==> config.mk <==
export PLATFORM = sky130hd
export DESIGN_NAME = currency_accum_mc_flat
export DESIGN_NICKNAME = d
export VERILOG_FILES = /design/src/rtl/currency_accum_mc_pkg.sv /design/src/rtl/currency_accum_mc_if.sv /design/src/rtl/currency_accum_mc_sync_edge.sv /design/src/rtl/currency_accum_mc.sv /design/src/flat_wrapper.sv
export SDC_FILE = /design/constraint.sdc
export NUM_CORES = 1
export LEC_CHECK = 0
export ABC_AREA = 1
export ABC_CLOCK_PERIOD_IN_PS = 3050
export CAP_MARGIN = 25
export CORE_MARGIN = 10
export CORE_UTILIZATION = 30
export DETAILED_ROUTE_END_ITERATION = 6
export PLACE_DENSITY = 0.68
export SKIP_CTS_REPAIR_TIMING = 1
export SLEW_MARGIN = 25
export SYNTH_ARGS = -nofsm -noshare
export SYNTH_HDL_FRONTEND = slang
export SYNTH_SLANG_ARGS = --single-unit
==> constraint.sdc <==
create_clock -name clk -period 3.05 [get_ports clk]
set_clock_uncertainty 0.05 [all_clocks]
set_input_delay 0.61 -clock clk [delete_from_list [all_inputs] [get_ports clk]]
set_output_delay 0.61 -clock clk [all_outputs]
set_load 0.02 [all_outputs]
==> src/rtl/currency_accum_mc_pkg.sv <==
// Shared widths, operation select and priority helper for the multi-channel
// currency accumulator.
package currency_pkg;

    localparam int CURRENCY_WIDTH_D = 7;
    localparam int TOTAL_WIDTH_D    = 10;
    localparam int MAX_CREDIT_D     = 1000;
    localparam int MAX_CH           = 8;

    typedef enum logic [1:0] {
        OP_NONE,
        OP_ADD,
        OP_DEDUCT,
        OP_REFUND
    } op_e;

    // Isolates the lowest set bit: two's-complement trick, x & -x.
    function automatic logic [MAX_CH-1:0] onehot_lowest(input logic [MAX_CH-1:0] vec);
        onehot_lowest = vec & (~vec + 8'd1);
    endfunction

endpackage

==> src/rtl/currency_accum_mc_if.sv <==
// Acceptor / vend-controller signal bundle of the currency accumulator.
interface currency_accum_mc_if
    import currency_pkg::*;
#(
    parameter int NUM_CH         = 4,
    parameter int CURRENCY_WIDTH = CURRENCY_WIDTH_D,
    parameter int TOTAL_WIDTH    = TOTAL_WIDTH_D
);
    logic                             enable;
    logic [NUM_CH-1:0]                currency_valid;
    logic [NUM_CH*CURRENCY_WIDTH-1:0] currency_value;
    logic                             deduct_req;
    logic [TOTAL_WIDTH-1:0]           deduct_amount;
    logic                             refund_req;
    logic [TOTAL_WIDTH-1:0]           total_currency;
    logic                             currency_avail;
    logic [NUM_CH-1:0]                accepted_ch;
    logic                             currency_reject;
    logic                             deduct_ack;
    logic                             deduct_nack;
    logic                             refund_valid;
    logic [TOTAL_WIDTH-1:0]           refund_value;
    logic [NUM_CH-1:0]                pending;

    modport master (
        output enable, currency_valid, currency_value,
        output deduct_req, deduct_amount, refund_req,
        input  total_currency, currency_avail, accepted_ch, currency_reject,
        input  deduct_ack, deduct_nack, refund_valid, refund_value, pending
    );

    modport slave (
        input  enable, currency_valid, currency_value,
        input  deduct_req, deduct_amount, refund_req,
        output total_currency, currency_avail, accepted_ch, currency_reject,
        output deduct_ack, deduct_nack, refund_valid, refund_value, pending
    );
endinterface

==> src/rtl/currency_accum_mc_sync_edge.sv <==
// One channel: multi-flop synchroniser for an asynchronous strobe, then a
// history flop producing a single-cycle rise indication.
module currency_sync_edge
    import currency_pkg::*;
#(
    parameter int SYNC_STAGES = 2
) (
    input  logic clk,
    input  logic rstn,
    input  logic async_in,
    output logic rise
);
    logic [SYNC_STAGES-1:0] sync_reg;
    logic                   hist_reg;

    always_ff @(posedge clk or negedge rstn) begin
        if (!rstn) begin
            sync_reg <= '0;
            hist_reg <= 1'b0;
        end else begin
            sync_reg <= {sync_reg[SYNC_STAGES-2:0], async_in};
            hist_reg <= sync_reg[SYNC_STAGES-1];
        end
    end

    assign rise = sync_reg[SYNC_STAGES-1] & ~hist_reg;

endmodule

==> src/rtl/currency_accum_mc.sv <==
// Multi-channel currency accumulator: per-channel edge detection, fixed
// priority servicing, saturation-checked credit, deduct and refund.
module currency_accum_mc
    import currency_pkg::*;
#(
    parameter int NUM_CH         = 4,
    parameter int CURRENCY_WIDTH = CURRENCY_WIDTH_D,
    parameter int TOTAL_WIDTH    = TOTAL_WIDTH_D,
    parameter int MAX_CREDIT     = MAX_CREDIT_D,
    parameter int SYNC_STAGES    = 2
) (
    input logic              clk,
    input logic              rstn,
    currency_accum_mc_if.slave bus
);
    localparam int CW     = CURRENCY_WIDTH;
    localparam int TW     = TOTAL_WIDTH;
    localparam int SW     = TOTAL_WIDTH + 1;
    localparam int WARM_W = $clog2(SYNC_STAGES + 2);

    logic [NUM_CH-1:0] rise;
    logic [NUM_CH-1:0] rise_m;
    logic [NUM_CH-1:0] req;
    logic [NUM_CH-1:0] grant;
    logic [MAX_CH-1:0] req_wide;
    logic [MAX_CH-1:0] grant_wide;
    logic [CW-1:0]     add_value;
    logic [SW-1:0]     sum;
    logic              over;
    op_e               op;
    logic              warm_done;
    logic [WARM_W-1:0] warm_reg;

    logic [TW-1:0]     total_reg,   total_next;
    logic              avail_reg,   avail_next;
    logic              reject_reg,  reject_next;
    logic [NUM_CH-1:0] acc_reg,     acc_next;
    logic              dack_reg,    dack_next;
    logic              dnack_reg,   dnack_next;
    logic              rv_reg,      rv_next;
    logic [TW-1:0]     rval_reg,    rval_next;
    logic [NUM_CH-1:0] pending_reg, pending_next;

    generate
        for (genvar gi = 0; gi < NUM_CH; gi++) begin : g_ch
            currency_sync_edge #(.SYNC_STAGES(SYNC_STAGES)) u_sync (
                .clk      (clk),
                .rstn     (rstn),
                .async_in (bus.currency_valid[gi]),
                .rise     (rise[gi])
            );
        end
    endgenerate

    // Edges are ignored until the synchroniser and history have refilled
    // after reset, so a strobe already high at release is never counted.
    always_ff @(posedge clk or negedge rstn) begin
        if (!rstn) begin
            warm_reg <= '0;
        end else if (!warm_done) begin
            warm_reg <= warm_reg + 1'b1;
        end
    end

    assign warm_done = (warm_reg == WARM_W'(SYNC_STAGES + 1));
    assign rise_m    = warm_done ? rise : '0;
    assign req       = pending_reg | rise_m;

    always_comb begin
        op = OP_NONE;
        if (bus.refund_req) begin
            op = OP_REFUND;
        end else if (bus.deduct_req) begin
            op = OP_DEDUCT;
        end else if (|req) begin
            op = OP_ADD;
        end
    end

    always_comb begin
        req_wide             = '0;
        req_wide[NUM_CH-1:0] = req;
    end

    assign grant_wide = onehot_lowest(req_wide);
    assign grant      = (op == OP_ADD) ? grant_wide[NUM_CH-1:0] : '0;

    always_comb begin
        add_value = '0;
        for (int i = 0; i < NUM_CH; i++) begin
            if (grant[i]) begin
                add_value = bus.currency_value[i*CW +: CW];
            end
        end
    end

    assign sum  = {1'b0, total_reg} + SW'(add_value);
    assign over = (sum > SW'(MAX_CREDIT));

    always_comb begin
        total_next   = total_reg;
        avail_next   = 1'b0;
        reject_next  = 1'b0;
        acc_next     = '0;
        dack_next    = 1'b0;
        dnack_next   = 1'b0;
        rv_next      = 1'b0;
        rval_next    = '0;
        pending_next = req & ~grant;
        case (op)
            OP_REFUND: begin
                rv_next    = 1'b1;
                rval_next  = total_reg;
                total_next = '0;
            end
            OP_DEDUCT: begin
                if (bus.deduct_amount <= total_reg) begin
                    total_next = total_reg - bus.deduct_amount;
                    dack_next  = 1'b1;
                end else begin
                    dnack_next = 1'b1;
                end
            end
            OP_ADD: begin
                acc_next = grant;
                if (!bus.enable || over) begin
                    reject_next = 1'b1;
                end else begin
                    total_next = sum[TW-1:0];
                    avail_next = 1'b1;
                end
            end
            default: ;
        endcase
    end

    always_ff @(posedge clk or negedge rstn) begin
        if (!rstn) begin
            total_reg   <= '0;
            avail_reg   <= 1'b0;
            reject_reg  <= 1'b0;
            acc_reg     <= '0;
            dack_reg    <= 1'b0;
            dnack_reg   <= 1'b0;
            rv_reg      <= 1'b0;
            rval_reg    <= '0;
            pending_reg <= '0;
        end else begin
            total_reg   <= total_next;
            avail_reg   <= avail_next;
            reject_reg  <= reject_next;
            acc_reg     <= acc_next;
            dack_reg    <= dack_next;
            dnack_reg   <= dnack_next;
            rv_reg      <= rv_next;
            rval_reg    <= rval_next;
            pending_reg <= pending_next;
        end
    end

    assign bus.total_currency  = total_reg;
    assign bus.currency_avail  = avail_reg;
    assign bus.currency_reject = reject_reg;
    assign bus.accepted_ch     = acc_reg;
    assign bus.deduct_ack      = dack_reg;
    assign bus.deduct_nack     = dnack_reg;
    assign bus.refund_valid    = rv_reg;
    assign bus.refund_value    = rval_reg;
    assign bus.pending         = pending_reg;

endmodule

==> src/flat_wrapper.sv <==
// flat-port wrapper written by rule: the top's interface ports become plain ports
module currency_accum_mc_flat import currency_pkg::*;
#(
    parameter int NUM_CH         = 4,
    parameter int CURRENCY_WIDTH = CURRENCY_WIDTH_D,
    parameter int TOTAL_WIDTH    = TOTAL_WIDTH_D,
    parameter int MAX_CREDIT     = MAX_CREDIT_D,
    parameter int SYNC_STAGES    = 2
)
  (clk, rstn, bus_enable, bus_currency_valid, bus_currency_value, bus_deduct_req, bus_deduct_amount, bus_refund_req, bus_total_currency, bus_currency_avail, bus_accepted_ch, bus_currency_reject, bus_deduct_ack, bus_deduct_nack, bus_refund_valid, bus_refund_value, bus_pending);
  currency_accum_mc_if #(.NUM_CH(NUM_CH), .CURRENCY_WIDTH(CURRENCY_WIDTH), .TOTAL_WIDTH(TOTAL_WIDTH)) bus_i ();
  input logic clk;
  input logic rstn;
  input wire logic [$bits(bus_i.enable)-1:0] bus_enable;
  input wire logic [$bits(bus_i.currency_valid)-1:0] bus_currency_valid;
  input wire logic [$bits(bus_i.currency_value)-1:0] bus_currency_value;
  input wire logic [$bits(bus_i.deduct_req)-1:0] bus_deduct_req;
  input wire logic [$bits(bus_i.deduct_amount)-1:0] bus_deduct_amount;
  input wire logic [$bits(bus_i.refund_req)-1:0] bus_refund_req;
  output wire logic [$bits(bus_i.total_currency)-1:0] bus_total_currency;
  output wire logic [$bits(bus_i.currency_avail)-1:0] bus_currency_avail;
  output wire logic [$bits(bus_i.accepted_ch)-1:0] bus_accepted_ch;
  output wire logic [$bits(bus_i.currency_reject)-1:0] bus_currency_reject;
  output wire logic [$bits(bus_i.deduct_ack)-1:0] bus_deduct_ack;
  output wire logic [$bits(bus_i.deduct_nack)-1:0] bus_deduct_nack;
  output wire logic [$bits(bus_i.refund_valid)-1:0] bus_refund_valid;
  output wire logic [$bits(bus_i.refund_value)-1:0] bus_refund_value;
  output wire logic [$bits(bus_i.pending)-1:0] bus_pending;
  assign bus_i.enable = bus_enable;
  assign bus_i.currency_valid = bus_currency_valid;
  assign bus_i.currency_value = bus_currency_value;
  assign bus_i.deduct_req = bus_deduct_req;
  assign bus_i.deduct_amount = bus_deduct_amount;
  assign bus_i.refund_req = bus_refund_req;
  assign bus_total_currency = bus_i.total_currency;
  assign bus_currency_avail = bus_i.currency_avail;
  assign bus_accepted_ch = bus_i.accepted_ch;
  assign bus_currency_reject = bus_i.currency_reject;
  assign bus_deduct_ack = bus_i.deduct_ack;
  assign bus_deduct_nack = bus_i.deduct_nack;
  assign bus_refund_valid = bus_i.refund_valid;
  assign bus_refund_value = bus_i.refund_value;
  assign bus_pending = bus_i.pending;
  currency_accum_mc #(.NUM_CH(NUM_CH), .CURRENCY_WIDTH(CURRENCY_WIDTH), .TOTAL_WIDTH(TOTAL_WIDTH), .MAX_CREDIT(MAX_CREDIT), .SYNC_STAGES(SYNC_STAGES)) u_core (.clk(clk), .rstn(rstn), .bus(bus_i));
endmodule
==> results.md <==
- Launching element type of the critical path: input port
- Post-Synthesis Net Count: roughly 450
- Proportion of layout cells with a drive suffix above 1: 0.235
- Actual transition at the worst max-transition pin: 595 ps
- Final period util: 1.14
- Setup repair after global routing missed its margin: true
- Maximum frequency from static timing analysis: 288 MHz
- Total CTS buffers: 5
- Clock latency on the worst-skew pair: 300 ps
- First-pass iteration count of the detailed router: 4
- Critical path data arrival time: between 3000 and 4000 ps
- Number of antenna-violating nets in the routed design: 0
- Total vias in the final route: 2927
- Site row count: 36
- Number of global-route vias before repair: around 2800
- Share of synthesized area occupied by flip-flops and latches: 0.396
- Type of the most critical hold path: in2async
- Total inserted antenna cells: 0
- H-Tree Level Count: 2
- Pin count of the biggest net entering global routing: 48
- Die span in x: approximately 120 um
- Number of top-level pins: 80
- GRT Resource Usage Total: 0.118
- CTS tree: done
- Cell occurring most often along the worst timing path: sky130_fd_sc_hd__nand2_1
- Average size of a mapped cell: just under 8 um^2
- Status: finished with violations
- Routability congestion estimate from global placement: slightly below 0.9
- Static leakage power: approximately 2.3 nW
- Slew headroom: 0.603
- Violations in the final reports: setup timing
- Synth Cell Area: about 3000 um^2
- Total power divided by cell area: 469 nW/um^2
- Power consumption: roughly 2.1 mW
- Via-per-instance ratio: around 4.6
- Overall routed net length: ~9200 um
- Buf/Inv on CP: 5
- Classification of the worst setup path: in2reg
- Tmin final: ~3500 ps
- Number of unique standard cell types used by synthesis: 36
- Routed wirelength normalized by instance count: approximately 15 um
- Most frequent cell after synthesis: sky130_fd_sc_hd__nand2_1
- Clock sinks: between 40 and 50
- Number of enable-type register cells in the synthesized netlist: 0
- Slew Viols, Final: 0
- Largest cells by area after synthesis: sky130_fd_sc_hd__dfrtp_1 40%, sky130_fd_sc_hd__nand2_1 14%, sky130_fd_sc_hd__inv_1 8.2%
- Core region area: slightly below 10000 um^2
- Post-layout worst setup margin: -427 ps
- Most used flip-flop cell after synthesis: sky130_fd_sc_hd__dfrtp_1
- Worst Path Required: between 3000 and 4000 ps
- Kind of cell adding the most delay to the critical path: simple AND/OR/NAND/NOR gates
- Setup TNS: -4760 ps
- Cell type with the highest aggregate area in the netlist: sky130_fd_sc_hd__dfrtp_1
- Most numerous cell types in the synthesized netlist: 114 x sky130_fd_sc_hd__nand2_1, 65 x sky130_fd_sc_hd__inv_1, 47 x sky130_fd_sc_hd__dfrtp_1, 28 x sky130_fd_sc_hd__nor2_1, 26 x sky130_fd_sc_hd__nand3_1
- Synth top area share: 0.396
- First-pass GRT wire length: between 10000 and 15000 um
- Maximum single-stage delay on the critical path: approximately 480 ps
- Worst-path cell with the longest stage delay: sky130_fd_sc_hd__clkdlybuf4s50_1
- Register clock-pin slew on the reported worst setup and hold paths: 90 ps
- Vert. Die Dim: 119 um
- Total of endpoints with negative setup slack in the final report: 12
- Initial antenna violation count: 0
- Number of instances in the synthesized netlist: just under 400
- List of cells traversed by the critical path: clkdlybuf4s50_1 > nor2_2 > nand2_2 > nor3_4 > buf_4 > buf_4 > nand2_1 > nand3_1 > ha_4 > buf_4 > nand2_1 > o21a_1 > nand2_1 > nand2_1 > nand2_1 > inv_1 > nand3_2 > nand2_4 > nand2_8 > nand2_4 > nand2_1 > nand2_1
- Critical path endpoint category: flop
- Maximum ir drop on the vdd rail: approximately 0.00027 V
- Post-synthesis to final-layout area growth: 52.3%
- Clk Tree Root Cell: sky130_fd_sc_hd__clkbuf_8
- Area of the die: approximately 14000 um^2
- Number of storage elements in the synthesis netlist: between 40 and 50
- Warnings from Yosys: 0
- Maximum fanout along the worst path: 7
- Post-synthesis async set-or-reset flop share: 1.00
- Number of buffers added on ports: between 70 and 80
- GRT Residual Overflow: 0
- Clock Path Buffers: 2
- Net count reported at finish: approximately 570
- Residual DRC count: 0
- Starting Density: 0.306
- Initial DRC count: around 130
- Total half-perimeter wirelength after legalization and detailed placement: ~7100 um
- Max-cap viol count: 0
- Final Hold Fails: 0
## worst paths after layout
check | start | endpoint | slack (ps) | cells after the start
worst min register to register | u_core.g_ch[1].u_sync.sync_reg[0] | u_core.g_ch[1].u_sync.sync_reg[1] | 300 | 0
worst max-delay path | bus_refund_req | u_core.bus.total_currency[6] | -430 | 22
worst min-delay path | rstn | u_core.g_ch[3].u_sync.sync_reg[0] | 270 | 1
max in group asynchronous | rstn | u_core.warm_reg[0] | 2260 | 1
min in group clk | u_core.g_ch[1].u_sync.sync_reg[0] | u_core.g_ch[1].u_sync.sync_reg[1] | 300 | 0
worst max register to register | u_core.warm_reg[1] | u_core.bus.total_currency[6] | -370 | 26
## cell usage in the layout, fill, tap and decap left out, drive strengths merged
cell           Yosys  routed
a21oi             11      11
a22oi              7       7
a31oi              1       1
and2               1       1
buf                3      36
clkbuf             2       5
clkdlybuf4s50      0      78
clkinv             1       2
dfrtp             47      47
fa                 2       2
ha                19      19
inv               65      66
mux2               1       1
nand2            122     124
nand3             36      36
nand3b             6       6
nand4              2       2
nor2              30      30
nor3               3       3
o21a               2       2
o21ai             15      15
o21bai             1       1
o22ai              2       2
o31ai              1       1
o32ai              1       1
or2                1       1
xnor2              2       2
xor2               1       1
## through the flow
stage                      util  worst slack (ps)  area [um^2]  std cells  hold slack, ps
final                     0.467              -427         4520        636             266
after global routing      0.467              -564         4520        636             299
after CTS                 0.437              -514         4230        630             303
after detailed placement  0.429              -762         4150        623             286
after global placement    0.429              -662         4150        623             282
after floorplan               -              -113         3010        385             264
## where the power goes
group	total [mW]	switching, mW	internal (mW)
combinational	0.980	0.524	0.456
clock	0.362	0.205	0.157
sequential	0.778	0.0916	0.687
total	2.12	0.821	1.30
## per-layer routing
metal | part of all wire | vias up | GRT usage
met5 | 0 | - | 0
met4 | 0.017 | 0 | 0.0407
met3 | 0.046 | 15 | 0.0246
met2 | 0.54 | 71 | 0.212
met1 | 0.40 | 1380 | 0.135
li1 | - | 1461 | -
## final cells by class
| type | instances | area, um^2 |
|---|---|---|
| repair buffers | 114 | 1050 |
| fillers | 899 | 5160 |
| multi-input cells | 269 | 1790 |
| clock buffers | 5 | 68.8 |
| inverters | 66 | 248 |
| clock inverters | 2 | 13.8 |
| well taps | 133 | 166 |
| flip-flops and latches | 47 | 1180 |
## kinds of logic after synthesis
group / count (synthesis) / synth area share
mux: 1 / 0.00380
flops: 47 / 0.396
compound gates: 41 / 0.0835
simple gates: 201 / 0.318
xor+xnor: 3 / 0.00886
fa+ha+maj: 21 / 0.0936
buf+inv: 71 / 0.0953
## worst register-to-register path, stage by stage, from the launching register on
cell                      delay, ps
sky130_fd_sc_hd__dfrtp_1        440
sky130_fd_sc_hd__ha_2           210
sky130_fd_sc_hd__inv_2           80
sky130_fd_sc_hd__nor2_1          50
sky130_fd_sc_hd__nand2_1         60
sky130_fd_sc_hd__nand2_2         60
sky130_fd_sc_hd__nor3_2         100
sky130_fd_sc_hd__nand2_1        100
sky130_fd_sc_hd__nand2_2        130
sky130_fd_sc_hd__nor2_8          70
sky130_fd_sc_hd__buf_4          140
sky130_fd_sc_hd__a22oi_2        110
sky130_fd_sc_hd__nand3_1        170
sky130_fd_sc_hd__ha_4           320
sky130_fd_sc_hd__buf_4          100
sky130_fd_sc_hd__nand2_1         70
sky130_fd_sc_hd__o21a_1         230
sky130_fd_sc_hd__nand2_1         90
sky130_fd_sc_hd__nand2_1         70
sky130_fd_sc_hd__nand2_1        100
sky130_fd_sc_hd__inv_1           60
sky130_fd_sc_hd__nand3_2         80
sky130_fd_sc_hd__nand2_4         90
sky130_fd_sc_hd__nand2_8        120
sky130_fd_sc_hd__nand2_4         90
sky130_fd_sc_hd__nand2_1         70
sky130_fd_sc_hd__nand2_1         50
(Power assumes the default switching activity.)
